## src/rtl/dpll_pkg.sv

```systemverilog
// ---------------------------------------------------------------------------
// dpll_pkg
// Shared definitions for the all-digital PLL increment/decrement stage.
//   ID_W_DEF    : default phase counter width (idout period = 2**ID_W clocks)
//   N_DIV_DEF   : default feedback divide ratio (idout periods per fout period)
//   PEND_W_DEF  : default width of the signed pending-correction register
//   PEND_MAX/MIN: symmetric saturation limits of the pending register
//   pend_t      : signed pending-correction type at the default width
//   corr_e      : kind of phase correction applied in a given clock cycle
// ---------------------------------------------------------------------------
package dpll_pkg;

    localparam int ID_W_DEF   = 2;
    localparam int N_DIV_DEF  = 16;
    localparam int PEND_W_DEF = 4;

    // The range is kept symmetric: the most negative two's complement code
    // is never used, so a saturated advance and retard have equal weight.
    localparam int PEND_MAX = (2 ** (PEND_W_DEF - 1)) - 1;
    localparam int PEND_MIN = -PEND_MAX;

    typedef logic signed [PEND_W_DEF-1:0] pend_t;

    typedef enum logic [1:0] {
        CORR_NONE = 2'd0,   // nominal step of one phase count
        CORR_ADV  = 2'd1,   // skip one count: period shortened by one clock
        CORR_RET  = 2'd2    // hold one count: period lengthened by one clock
    } corr_e;

    // Saturation limit for a pending register of arbitrary width.
    function automatic int pend_max_of(input int w);
        return (2 ** (w - 1)) - 1;
    endfunction

endpackage

```

## src/rtl/dpll_div_n.sv

```systemverilog
// ---------------------------------------------------------------------------
// dpll_div_n
// Divides the recovered clock by N_DIV to produce the feedback clock fout.
// The divider counts idout rising-edge strobes rather than sampling idout,
// so it works in the Kclock domain without any extra edge detector.
//   Kclock : system clock
//   reset  : asynchronous, active-low reset
//   rise   : one-cycle strobe, high in the cycle before idout goes 0->1
//   fout   : registered output, toggles every N_DIV/2 strobes
// ---------------------------------------------------------------------------
module dpll_div_n
    import dpll_pkg::*;
#(
    parameter int N_DIV = N_DIV_DEF
) (
    input  logic Kclock,
    input  logic reset,
    input  logic rise,
    output logic fout
);

    localparam int HALF  = N_DIV / 2;
    localparam int CNT_W = (HALF > 1) ? $clog2(HALF) : 1;

    logic [CNT_W-1:0] cnt;
    logic             fout_q;

    always_ff @(posedge Kclock or negedge reset) begin
        if (!reset) begin
            cnt    <= '0;
            fout_q <= 1'b0;
        end else if (rise) begin
            // Half of the fout period has elapsed after HALF idout rises.
            if (cnt == CNT_W'(HALF - 1)) begin
                cnt    <= '0;
                fout_q <= ~fout_q;
            end else begin
                cnt <= cnt + CNT_W'(1);
            end
        end
    end

    assign fout = fout_q;

endmodule

```

## src/rtl/dpll_id_counter.sv

```systemverilog
// ---------------------------------------------------------------------------
// dpll_id_counter
// Increment/decrement stage of the all-digital PLL, fed by the K counter.
// Carry pulses advance the recovered clock idout by one Kclock period and
// borrow pulses retard it by one; requests accumulate in a signed pending
// register and are applied at most once per idout period. idout is further
// divided by N_DIV to form fout, the feedback to the phase detector.
//   Kclock  : system clock, shared with the K counter
//   reset   : asynchronous, active-low reset
//   enable  : loop enable; low ignores carry/borrow and clears pending
//   carry   : one-cycle advance request
//   borrow  : one-cycle retard request
//   idout   : recovered clock, MSB of the phase counter
//   fout    : idout divided by N_DIV
//   pending : signed net corrections not yet applied
//   ovf     : sticky flag, pending has saturated at least once
// ---------------------------------------------------------------------------
module dpll_id_counter
    import dpll_pkg::*;
#(
    parameter int ID_W   = ID_W_DEF,
    parameter int N_DIV  = N_DIV_DEF,
    parameter int PEND_W = PEND_W_DEF
) (
    input  logic                     Kclock,
    input  logic                     reset,
    input  logic                     enable,
    input  logic                     carry,
    input  logic                     borrow,
    output logic                     idout,
    output logic                     fout,
    output logic signed [PEND_W-1:0] pending,
    output logic                     ovf
);

    localparam int PMAX  = pend_max_of(PEND_W);
    // Two guard bits hold pend plus a request and an applied correction
    // (at most +/-2 beyond the limit) without wrapping.
    localparam int SUM_W = PEND_W + 2;

    typedef logic signed [SUM_W-1:0] sum_t;

    logic [ID_W-1:0]          ph;
    logic [ID_W-1:0]          ph_next;
    logic signed [PEND_W-1:0] pend;
    logic signed [PEND_W-1:0] pend_next;
    logic                     corr_done;
    logic                     corr_done_next;
    logic                     ovf_q;
    logic                     ovf_next;
    logic                     idout_rise;
    logic                     idout_fall;
    corr_e                    corr;
    sum_t                     d_req;
    sum_t                     d_app;
    sum_t                     pend_sum;

    function automatic logic signed [PEND_W-1:0] sat_pend(input sum_t s);
        if (s > sum_t'(PMAX)) begin
            return PEND_W'(PMAX);
        end else if (s < sum_t'(-PMAX)) begin
            return PEND_W'(-PMAX);
        end else begin
            return s[PEND_W-1:0];
        end
    endfunction

    function automatic logic is_sat(input sum_t s);
        return (s > sum_t'(PMAX)) || (s < sum_t'(-PMAX));
    endfunction

    always_comb begin
        corr           = CORR_NONE;
        ph_next        = ph + ID_W'(1);
        corr_done_next = corr_done;
        d_req          = '0;
        d_app          = '0;
        pend_sum       = '0;
        pend_next      = pend;
        ovf_next       = ovf_q;

        // One correction per idout period: corr_done blocks a second one
        // until idout has fallen again.
        if (enable && !corr_done && (pend != '0)) begin
            corr = pend[PEND_W-1] ? CORR_RET : CORR_ADV;
        end

        case (corr)
            CORR_ADV: ph_next = ph + ID_W'(2);
            CORR_RET: ph_next = ph;
            default:  ph_next = ph + ID_W'(1);
        endcase

        idout_rise = ~ph[ID_W-1] &  ph_next[ID_W-1];
        idout_fall =  ph[ID_W-1] & ~ph_next[ID_W-1];

        // An advance can wrap the counter and cause a fall in the same cycle
        // it is applied; setting must win or a second advance would follow.
        if (corr != CORR_NONE) begin
            corr_done_next = 1'b1;
        end else if (idout_fall) begin
            corr_done_next = 1'b0;
        end

        // Simultaneous carry and borrow cancel.
        if (carry && !borrow) begin
            d_req = sum_t'(1);
        end else if (borrow && !carry) begin
            d_req = sum_t'(-1);
        end

        if (corr == CORR_ADV) begin
            d_app = sum_t'(-1);
        end else if (corr == CORR_RET) begin
            d_app = sum_t'(1);
        end

        pend_sum = sum_t'(pend) + d_req + d_app;

        if (!enable) begin
            pend_next = '0;
        end else begin
            pend_next = sat_pend(pend_sum);
            ovf_next  = ovf_q | is_sat(pend_sum);
        end
    end

    always_ff @(posedge Kclock or negedge reset) begin
        if (!reset) begin
            ph        <= '0;
            pend      <= '0;
            corr_done <= 1'b0;
            ovf_q     <= 1'b0;
        end else begin
            ph        <= ph_next;
            pend      <= pend_next;
            corr_done <= corr_done_next;
            ovf_q     <= ovf_next;
        end
    end

    dpll_div_n #(
        .N_DIV (N_DIV)
    ) u_div (
        .Kclock (Kclock),
        .reset  (reset),
        .rise   (idout_rise),
        .fout   (fout)
    );

    assign idout   = ph[ID_W-1];
    assign pending = pend;
    assign ovf     = ovf_q;

endmodule

```

## config.mk

```make
export PLATFORM = sky130hd
export DESIGN_NAME = dpll_id_counter
export DESIGN_NICKNAME = d
export VERILOG_FILES = /design/src/rtl/dpll_pkg.sv /design/src/rtl/dpll_div_n.sv /design/src/rtl/dpll_id_counter.sv
export SDC_FILE = /design/constraint.sdc
export NUM_CORES = 1
export LEC_CHECK = 0
export ABC_AREA = 1
export CAP_MARGIN = 20
export CELL_PAD_IN_SITES_DETAIL_PLACEMENT = 1
export CELL_PAD_IN_SITES_GLOBAL_PLACEMENT = 2
export CORE_UTILIZATION = 28
export DETAILED_ROUTE_END_ITERATION = 6
export PLACE_DENSITY = 0.7
export SYNTH_ARGS = -nofsm -noshare
export SYNTH_HDL_FRONTEND = slang
export SYNTH_HIERARCHICAL = 1
export SYNTH_SLANG_ARGS = --single-unit
```

## constraint.sdc

```tcl
create_clock -name Kclock -period 2.48 [get_ports Kclock]
set_clock_uncertainty 0.05 [all_clocks]
set_input_delay 0.496 -clock Kclock [delete_from_list [all_inputs] [get_ports Kclock]]
set_output_delay 0.496 -clock Kclock [all_outputs]
set_load 0.05 [all_outputs]
```

* Word level (Yosys, flattened, before mapping)
Index checks and enable logic that the tools add are counted.
Widths: inputs -> output; s select.
** Storage, ports and cells
- Bits of input ports :: 5
- Word-level logic and storage cells :: 48
- Register bits :: 12
** Operators by class
- Add/subtract/negate cells :: 5
- Equal/unequal tests :: 3
- Magnitude comparators :: 2
- Bitwise gates (word level) :: 6
- Reduce and logical (&&, ||, !) cells :: 12
- Mux-type cells :: 13
** Operators by type and width (count)
- $mux 6 :: 3
- $mux 4 :: 3
- $add 4x6->6 :: 1
- $add 6x6->6 :: 1
- $gt 6x4->1 const B :: 1
- $lt 6x4->1 const B :: 1
- $logic_and 1x1->1 :: 4
- $mux 2 :: 2
- $pmux 2 s2 :: 1
- $reduce_bool 2->1 :: 2
- $reduce_bool 4->1 :: 1
- $add 3x1->3 const B :: 1
- $eq 3x3->1 const B :: 1
- $logic_not 1->1 :: 3
- $mux 1 :: 3
- $mux 3 :: 1
- $not 1->1 :: 3
- $add 2x1->2 const B :: 1
- $add 2x2->2 const B :: 1
- $and 1x1->1 :: 2
- $eq 2x1->1 const B :: 1
- $eq 2x2->1 const B :: 1
- $reduce_and 2->1 :: 1
- $logic_or 1x1->1 :: 1
- $or 1x1->1 :: 1

* Logic depth before layout (Yosys ltp)
Gate-level depths: netlist (run 1).
- Word-level depth :: 12
- Depth in mapped cells :: 18
- Gate-level depth less buffers :: 18

* Modules after synthesis
The synthesis (run 1) kept the hierarchy.
** Modules (own cells, without submodules)
- dpll_id_counter :: area each 661.9 um^2, seq. area each 200.2 um^2, times used 1, cells each 81
- dpll_div_n :: area each 186.4 um^2, seq. area each 100.1 um^2, times used 1, cells each 22

* Least setup slack after synthesis (run 1)
OpenSTA, ideal clock, no wires.
- Kind :: register -> register
- Start :: register pend[1], in the netlist pending[1]
- End :: register ovf_q, in the netlist ovf
- Buffers on the path :: 0
- Clock period less this slack :: 3.054 ns
- Path slack :: -0.574 ns
- Arrival time :: 2.887 ns
- Stages on the path, launching flop included :: 17
- Cells stage by stage :: dfrtp_1 -> inv_1 -> nand3_1 -> nand3_2 -> nor2_2 -> inv_2 -> fa_1 -> inv_1 -> ha_1 -> fa_1 -> nor2_1 -> nor2_1 -> nand3_1 -> nand2_2 -> nand2_1 -> nand2_1 -> nand2_1
** Between the ends
- Word-level cells in the longest chain between the ends :: 10
** Ends and longest elaborated chain
- start, declared :: line dpll_id_counter.sv:45 : logic signed [PEND_W-1:0] pend;
- start signal, assigned :: line dpll_id_counter.sv:136 : pend <= pend_next;
- $reduce_bool 4->1 :: line dpll_id_counter.sv:84 : if (enable && !corr_done && (pend != '0)) begin
- $logic_and 1x1->1 :: line dpll_id_counter.sv:84
- $mux 2 :: line dpll_id_counter.sv:84
- $eq 2x2->1 :: line dpll_id_counter.sv:114 : end else if (corr == CORR_RET) begin
- $mux 1 :: line dpll_id_counter.sv:114
- $mux 6 :: line dpll_id_counter.sv:112 : if (corr == CORR_ADV) begin
- $add 6x6->6 (*) :: line dpll_id_counter.sv:118 : pend_sum = sum_t'(pend) + d_req + d_app;
- $gt 6x4->1 / $lt 6x4->1 (equally long branches) :: line dpll_id_counter.sv:69 : return (s > sum_t'(PMAX)) || (s < sum_t'(-PMAX));
- $logic_or 1x1->1 (*) :: line dpll_id_counter.sv:69
- $or 1x1->1 (*) :: line dpll_id_counter.sv:124 : ovf_next = ovf_q | is_sat(pend_sum);
- end signal, assigned :: line dpll_id_counter.sv:138 : ovf_q <= ovf_next;
- end, declared :: line dpll_id_counter.sv:49 : logic ovf_q;
Mark *: on every way between the ends. The rest lies on a longest branch, timed or not.
A chain may end at the register's enable or synchronous reset.

* Final worst setup path (run 1)
- Start :: register pend[1], in the netlist pending[1]
- End :: register pend[0], in the netlist pending[0]
** Between the ends
- Word-level cells in the longest chain between the ends :: 11
** Ends and longest elaborated chain
- $reduce_bool 4->1 :: line dpll_id_counter.sv:84
- $logic_and 1x1->1 :: line dpll_id_counter.sv:84
- $mux 2 :: line dpll_id_counter.sv:84
- $eq 2x2->1 :: line dpll_id_counter.sv:114
- $mux 1 :: line dpll_id_counter.sv:114
- $mux 6 :: line dpll_id_counter.sv:112
- $add 6x6->6 (*) :: line dpll_id_counter.sv:118
- $lt 6x4->1 :: line dpll_id_counter.sv:61 : end else if (s < sum_t'(-PMAX)) begin
- $mux 4 :: line dpll_id_counter.sv:61
- $mux 4 (*) :: line dpll_id_counter.sv:59 : if (s > sum_t'(PMAX)) begin
- $mux 4 (*) :: line dpll_id_counter.sv:120 : if (!enable) begin
- net pend_next[0] :: line dpll_id_counter.sv:46 : logic signed [PEND_W-1:0] pend_next;
Mark *: on every way through the listed nets, which the timed path passes. The rest lies on a longest branch.

==> results of run 1 <==
==> state kept, by name, summed over array words and instances (netlist names) <==
name,flops
ph,2
ovf,1
u_div/fout,1
u_div/cnt,3
corr_done,1
pending,4
==> per-stage QoR <==
step	cell area, µm²	setup slack (ns)	cells
after CTS	1290	-0.196	171
after global placement	1140	-0.695	162
final	1320	-0.120	173
after detailed placement	1140	-0.728	162
after floorplan	868	-0.356	103
after global routing	1320	-0.275	173
==> layout by cell type (no fill, tap or decap) <==
cell type / count
ha_4: 3
ha_2: 1
a21oi_1: 1
nor2_2: 3
nand2_2: 7
o21ai_2: 1
or2_2: 1
nand2_1: 24
o21ai_0: 1
fa_1: 2
nand4_1: 1
xor2_1: 1
nand3_1: 6
nand3_4: 2
fa_2: 3
inv_2: 9
nor2_1: 2
dfrtp_2: 4
nor2_4: 2
clkdlybuf4s50_1: 8
inv_1: 14
buf_6: 1
nand3_2: 2
clkbuf_8: 1
dlygate4sd2_1: 3
clkbuf_4: 3
ha_1: 3
buf_4: 23
dfrtp_1: 8
a21oi_2: 2
==> cells by family after synthesis <==
family | after synthesis | share of synthesized area, %
xor+xnor | 1 | 1.03
simple gates | 50 | 27.4
flops | 12 | 35.4
fa+ha+maj | 12 | 22.1
compound gates | 5 | 3.83
buf+inv | 23 | 10.2
==> final timing paths <==
| kind | from | to | slack, ns |
|---|---|---|---|
| setup reg to reg | pending[1] | pending[0] | -0.12 |
| hold / removal | ovf | ovf | 0.43 |
| min in group asynchronous | reset | ph[0] | 0.54 |
| setup / recovery | pending[1] | pending[0] | -0.12 |
| max in group asynchronous | reset | pending[3] | 1.43 |
| hold reg to reg | ovf | ovf | 0.43 |
==> metal layers <==
layer | GRT usage (%) | up-vias | wire [µm]
met4 | 5.23 | 0 | 28
met2 | 28.9 | 10 | 1090
li1 | - | 392 | -
met3 | 2.27 | 2 | 45
met5 | 0 | - | 0
met1 | 22.7 | 375 | 1030
==> critical path: cells and delay by family, from the launching register on <==
family                   cells  cell delay [ns]
buffers and inverters        3             0.15
adder cells (fa/ha/maj)      3             1.19
AND/OR/NAND/NOR             10             0.74
flip-flops                   1             0.38
==> cell type report <==
class / count / area, µm² / area share, %
flip-flops and latches: 12 / 305 / 23.2
well taps: 31 / 38.8 / 2.94
repair buffers: 35 / 290 / 22.0
multi-input cells: 68 / 561 / 42.5
clock buffers: 4 / 36.3 / 2.75
inverters: 23 / 86.3 / 6.55
==> timing repair <==
item                       in CTS  in global routing
setup endpoints to repair       5                  5
pin swaps                      17                  8
setup buffers                   5                  2
resized for setup              22                  3
==> metrics.md, run 1 <==
| Metric | Value |
|---|---|
| WP data required | `2.61 ns` |
| Post-synth top area cell | `dfrtp_1` |
| H-tree Lvls | `1` |
| Worst R2R Path Depth | `16` |
| Initial antenna violation count | `0` |
| Share of cells above drive strength 1 | `47.9%` |
| CP endpoint kind | `register` |
| Worst hold margin | `0.428 ns` |
| Slew margin rel. | `60.5%` |
| IO Count | `12` |
| Most frequent CP cell | `nand2_2` |
| Fin util | `47.0%` |
| Synthesized netlist cell count | `103` |
| Vias per cell | `4.50` |
| Post-DP HPWL | `1700 µm` |
| Synth cell count leaders | `nand2_1, inv_1, dfrtp_1, ha_1, nand3_1` |
| Register area share after synthesis | `35.4%` |
| Startpoint types | `register` |
| Mean Syn Cell Area | `8.24 µm²` |
| Synth-to-layout area growth | `55.3%` |
| Total die area | `3250 µm²` |
| Initial core utilization | `30.2%` |
| Main flop type after synthesis | `dfrtp_1` |
| Final-report max-slew violation count | `0` |
| # diodes | `0` |
| Count leader, synth | `nand2_1` |
| Num rows | `19` |
| Detailed Route Iter0 Violations | `22` |
| Die X-Extent | `57.0 µm` |
| Critical path type | `reg2reg` |
| RD Place Congestion | `0.765` |
| Max-cap violations | `0` |
| CTS clock-pin slew for the worst setup and hold paths | `0.09 ns` |
| CP Cell Sequence | `inv_2, nand3_4, nand3_4, nor2_4, inv_2, fa_1, inv_2, ha_4, fa_2, nor2_2, nor2_1, nand3_1, nand2_2, nand2_2, nand2_2, nand2_2` |
| Area share of the largest cell type after synthesis | `35.4%` |
| Synthesized area | `848 µm²` |
| Detail Route Antenna Nets | `0` |
| Worst EP arrival | `2.73 ns` |
| Fmax | `385 MHz` |
| First-pass GRT wire length | `4240 µm` |
| Clock root cell | `clkbuf_4` |
| Routed wire length | `2200 µm` |
| Number of synthesized flops with an enable pin | `0` |
| Synth Register Bits | `12` |
| Hold Vio Cnt, Final | `0` |
| RSZ-0062 raised after global routing | `yes` |
| Clock buffer depth | `2` |
| # DRC | `2` |
| DRT Pass-1 Iters | `5` |
| Filler cell count | `335` |
| Core Footprint | `2810 µm²` |
| Post-route setup slack | `-0.120 ns` |
| Final period util | `105%` |
| Synth Warn # | `6` |
| Crit path time final | `2.60 ns` |
| Setup violators final | `4` |
| Clk_lat worst skew | `0.28 ns` |
| Post-Syn Nets | `120` |
| TritonCTS clock tree | `done` |
| PortBufs | `11` |
| Gr ovfl total | `0` |
| Unique masters post-synth | `18` |
| Total GRT Usage | `17.1%` |
| Vias post-DR | `779` |
| Worst-path maximum fanout | `2` |
| Setup TNS | `-0.396 ns` |
| Worst-Margin Slew | `0.590 ns` |
| Die Ht | `57.0 µm` |
| Asr flop ratio synth | `100%` |
| WHS Path Cells | `2` |
| Violated checks | `DRC, setup timing` |
| Nets | `160` |
| Pin count of the biggest net entering global routing | `13` |
| CTS buffer count | `3` |
| CP peak stage delay | `0.54 ns` |
| Sink Count | `12` |
| Run status | `complete, but fails checks` |
| Crit-path slowest cell | `fa_2` |
| Drt wl/cell | `12.7 µm` |
| Hold WC Path Type | `reg2reg` |
| Ranking of synthesized cells by area | `dfrtp_1, nand2_1, fa_1` |
| Vias in the first global route | `890` |
| Hold buffer count at CTS | `0` |
Power of run 1 is not shown: default switching activity piles up to over one toggle a cycle in this logic, so the estimate is an artifact.
==> run 2: changes to the inputs <==
Settings changed: CAP_MARGIN 20 to not set, CORE_UTILIZATION 28 to 31, PLACE_DENSITY 0.7 to 0.74.
Clock period 2.48 ns to 2.5 ns, I/O delays scaled along.
==> run 2 against run 1 <==
  * The run ends with setup timing left
  * Routed wire length down 11%
  * Die area down 9.3%
  * Final area down 4.4%
  * Hold slack worse by 0.0022 ns
  * Register-to-register slack about the same
  * Maximum frequency down 0.80%
  * Highest routed layer unchanged
  * Clock-buffer cell count unchanged
==> metrics.md, run 2 (synthesis results as in run 1) <==
| Metric | Value |
|---|---|
| Run status | `complete, but fails checks` |
| Violated checks | `setup timing` |
| Initial antenna violation count | `0 (unchanged)` |
| Total GRT Usage | `16.0% (-1.0 points)` |
| H-tree Lvls | `1 (unchanged)` |
| Startpoint types | `register` |
| Slew margin rel. | `64.8% (+4.3 points)` |
| Crit path time final | `2.62 ns (+0.0209 ns)` |
| Delay-heaviest family, CP | `adder cells` |
| Nets | `154 (-3.8%)` |
| # DRC | `0 (-2)` |
| First-pass GRT wire length | `3240 µm (-24%)` |
| Vias in the first global route | `751 (-16%)` |
| Most common cell after layout, fill and taps aside | `nand2_1` |
| Clk_lat worst skew | `0.27 ns (about the same)` |
| CTS clock-pin slew for the worst setup and hold paths | `0.08 ns (about the same)` |
| Synth-to-layout area growth | `48.5%` |
| Share of cells above drive strength 1 | `44.1% (-3.8 points)` |
| Detail Route Antenna Nets | `0 (unchanged)` |
| Initial core utilization | `33.6% (+3.4 points)` |
| R2r startpoint | `pending[0]` |
| RSZ-0062 raised after global routing | `yes` |
| Vias post-DR | `742 (-4.7%)` |
| Worst EP arrival | `2.74 ns (about the same)` |
| Setup violators final | `4 (unchanged)` |
| Detailed Route Iter0 Violations | `4 (-82%)` |
| Max-cap violations | `0 (unchanged)` |
| Hold WC Path Type | `reg2reg` |
| Number of flip-flops in the largest register | `4 (unchanged)` |
| WP data required | `2.62 ns (about the same)` |
| Critical path type | `reg2reg` |
| Clock buffer depth | `2 (unchanged)` |
| Final period util | `105% (about the same)` |
| TritonCTS clock tree | `done` |
| Die Ht | `54.3 µm (-4.8%)` |
| CTS buffer count | `3 (unchanged)` |
| RD Place Congestion | `0.738 (-3.5%)` |
| Vias per cell | `4.47 (-0.73%)` |
| Num rows | `18 (-1)` |
| Gr ovfl total | `0 (unchanged)` |
| PortBufs | `11 (unchanged)` |
| Total die area | `2950 µm² (-9.3%)` |
| Buffers & Inverters on Critical Path | `3 (unchanged)` |
| Routed wire length | `1950 µm (-11%)` |
| CP peak stage delay | `0.54 ns (about the same)` |
| CP endpoint kind | `register` |
| Pin count of the biggest net entering global routing | `13 (unchanged)` |
| Fmax | `382 MHz (-0.80%)` |
| Crit path from | `pending[0]` |
| IO Count | `12 (unchanged)` |
| Cell area after layout | `1260 µm² (-4.4%)` |
| Crit-path slowest cell | `fa_2` |
| Post-route setup slack | `-0.121 ns (-0.000879 ns)` |
| # diodes | `0 (unchanged)` |
| Commonest cells after routing, fill and taps aside | `nand2_1, inv_1, buf_4` |
| Core Footprint | `2520 µm² (-10%)` |
| CP Cell Sequence | `inv_2, nand3_2, nand3_4, nor2_4, inv_2, fa_1, inv_1, ha_2, fa_2, nor2_2, nor2_1, nand3_1, nand2_2, nand2_2, nand2_2, nand2_1` |
| Worst-Margin Slew | `0.527 ns (-0.0636 ns)` |
| Clock root cell | `clkbuf_4` |
| Hold Vio Cnt, Final | `0 (unchanged)` |
| Hold_sp | `ph[0]` |
| Pre-CTS WS | `-0.745 ns (-0.0174 ns)` |
| Worst-path maximum fanout | `2 (unchanged)` |
| Dpl cell area | `1140 µm² (-0.77%)` |
| DRT Pass-1 Iters | `4 (-1)` |
| Final-report max-slew violation count | `0 (unchanged)` |
| Hold buffer count at CTS | `0 (unchanged)` |
| Post-DP HPWL | `1620 µm (-4.3%)` |
| Fin util | `50.0% (+3.0 points)` |
| Most frequent CP cell | `nand2_2` |
| Drt wl/cell | `11.7 µm (-7.4%)` |
| Setup TNS | `-0.382 ns (+0.0136 ns)` |
| Sink Count | `12 (unchanged)` |
| Die X-Extent | `54.3 µm (-4.8%)` |
-- run 2: cell types whose count changed in the layout (fill, tap and decap cells not counted), sizes merged --
cell / previous run / this run
dlygate4sd2: 3 / 2
clkdlybuf4s15: 0 / 1
buf: 24 / 18
-- run 2: area by class of cell --
type                            instances  area, µm²
Clock buffer                            4       36.3
Tap cell                               30       37.5
Multi-Input combinational cell         68        544
Timing Repair Buffer                   29        250
Fill cell                             319       1260
Sequential cell                        12        305
Inverter                               23       86.3
-- run 2: path summary, 6_finish.rpt --
path	to	slack (ns)	cells after the start
min in group asynchronous	pending[1]	0.52	1
worst min-delay path	ph[0]	0.43	1
worst max register to register	ovf	-0.12	16
max in group asynchronous	pending[3]	1.50	1
worst min register to register	ph[0]	0.43	1
worst max-delay path	ovf	-0.12	16
-- run 2: timing repair --
action / CTS / global route
pin swaps: 14 / 9
setup endpoints to repair: 5 / 5
setup buffers: 2 / 0
resized for setup: 17 / 6
-- run 2: layer usage --
metal	track usage, %	part of all wire (%)
met1	21.0	48
met2	25.6	47
met3	5.00	3.6
met4	3.85	0.77
met5	0	0
-- run 2: worst register-to-register path, delay by kind of cell (launching register included) --
| family | cells | cell delay, ns |
|---|---|---|
| fa+ha+maj | 3 | 1.19 |
| buf+inv | 3 | 0.14 |
| flops | 1 | 0.38 |
| simple gates | 10 | 0.77 |
-- run 2: per-stage QoR --
stage / hold WS, ns / std cells
after floorplan: 0.154 / 103
after global placement: 0.402 / 160
after detailed placement: 0.412 / 160
after CTS: 0.426 / 166
after global routing: 0.455 / 166
final: 0.426 / 166
Power of run 2 is left out for the same reason.
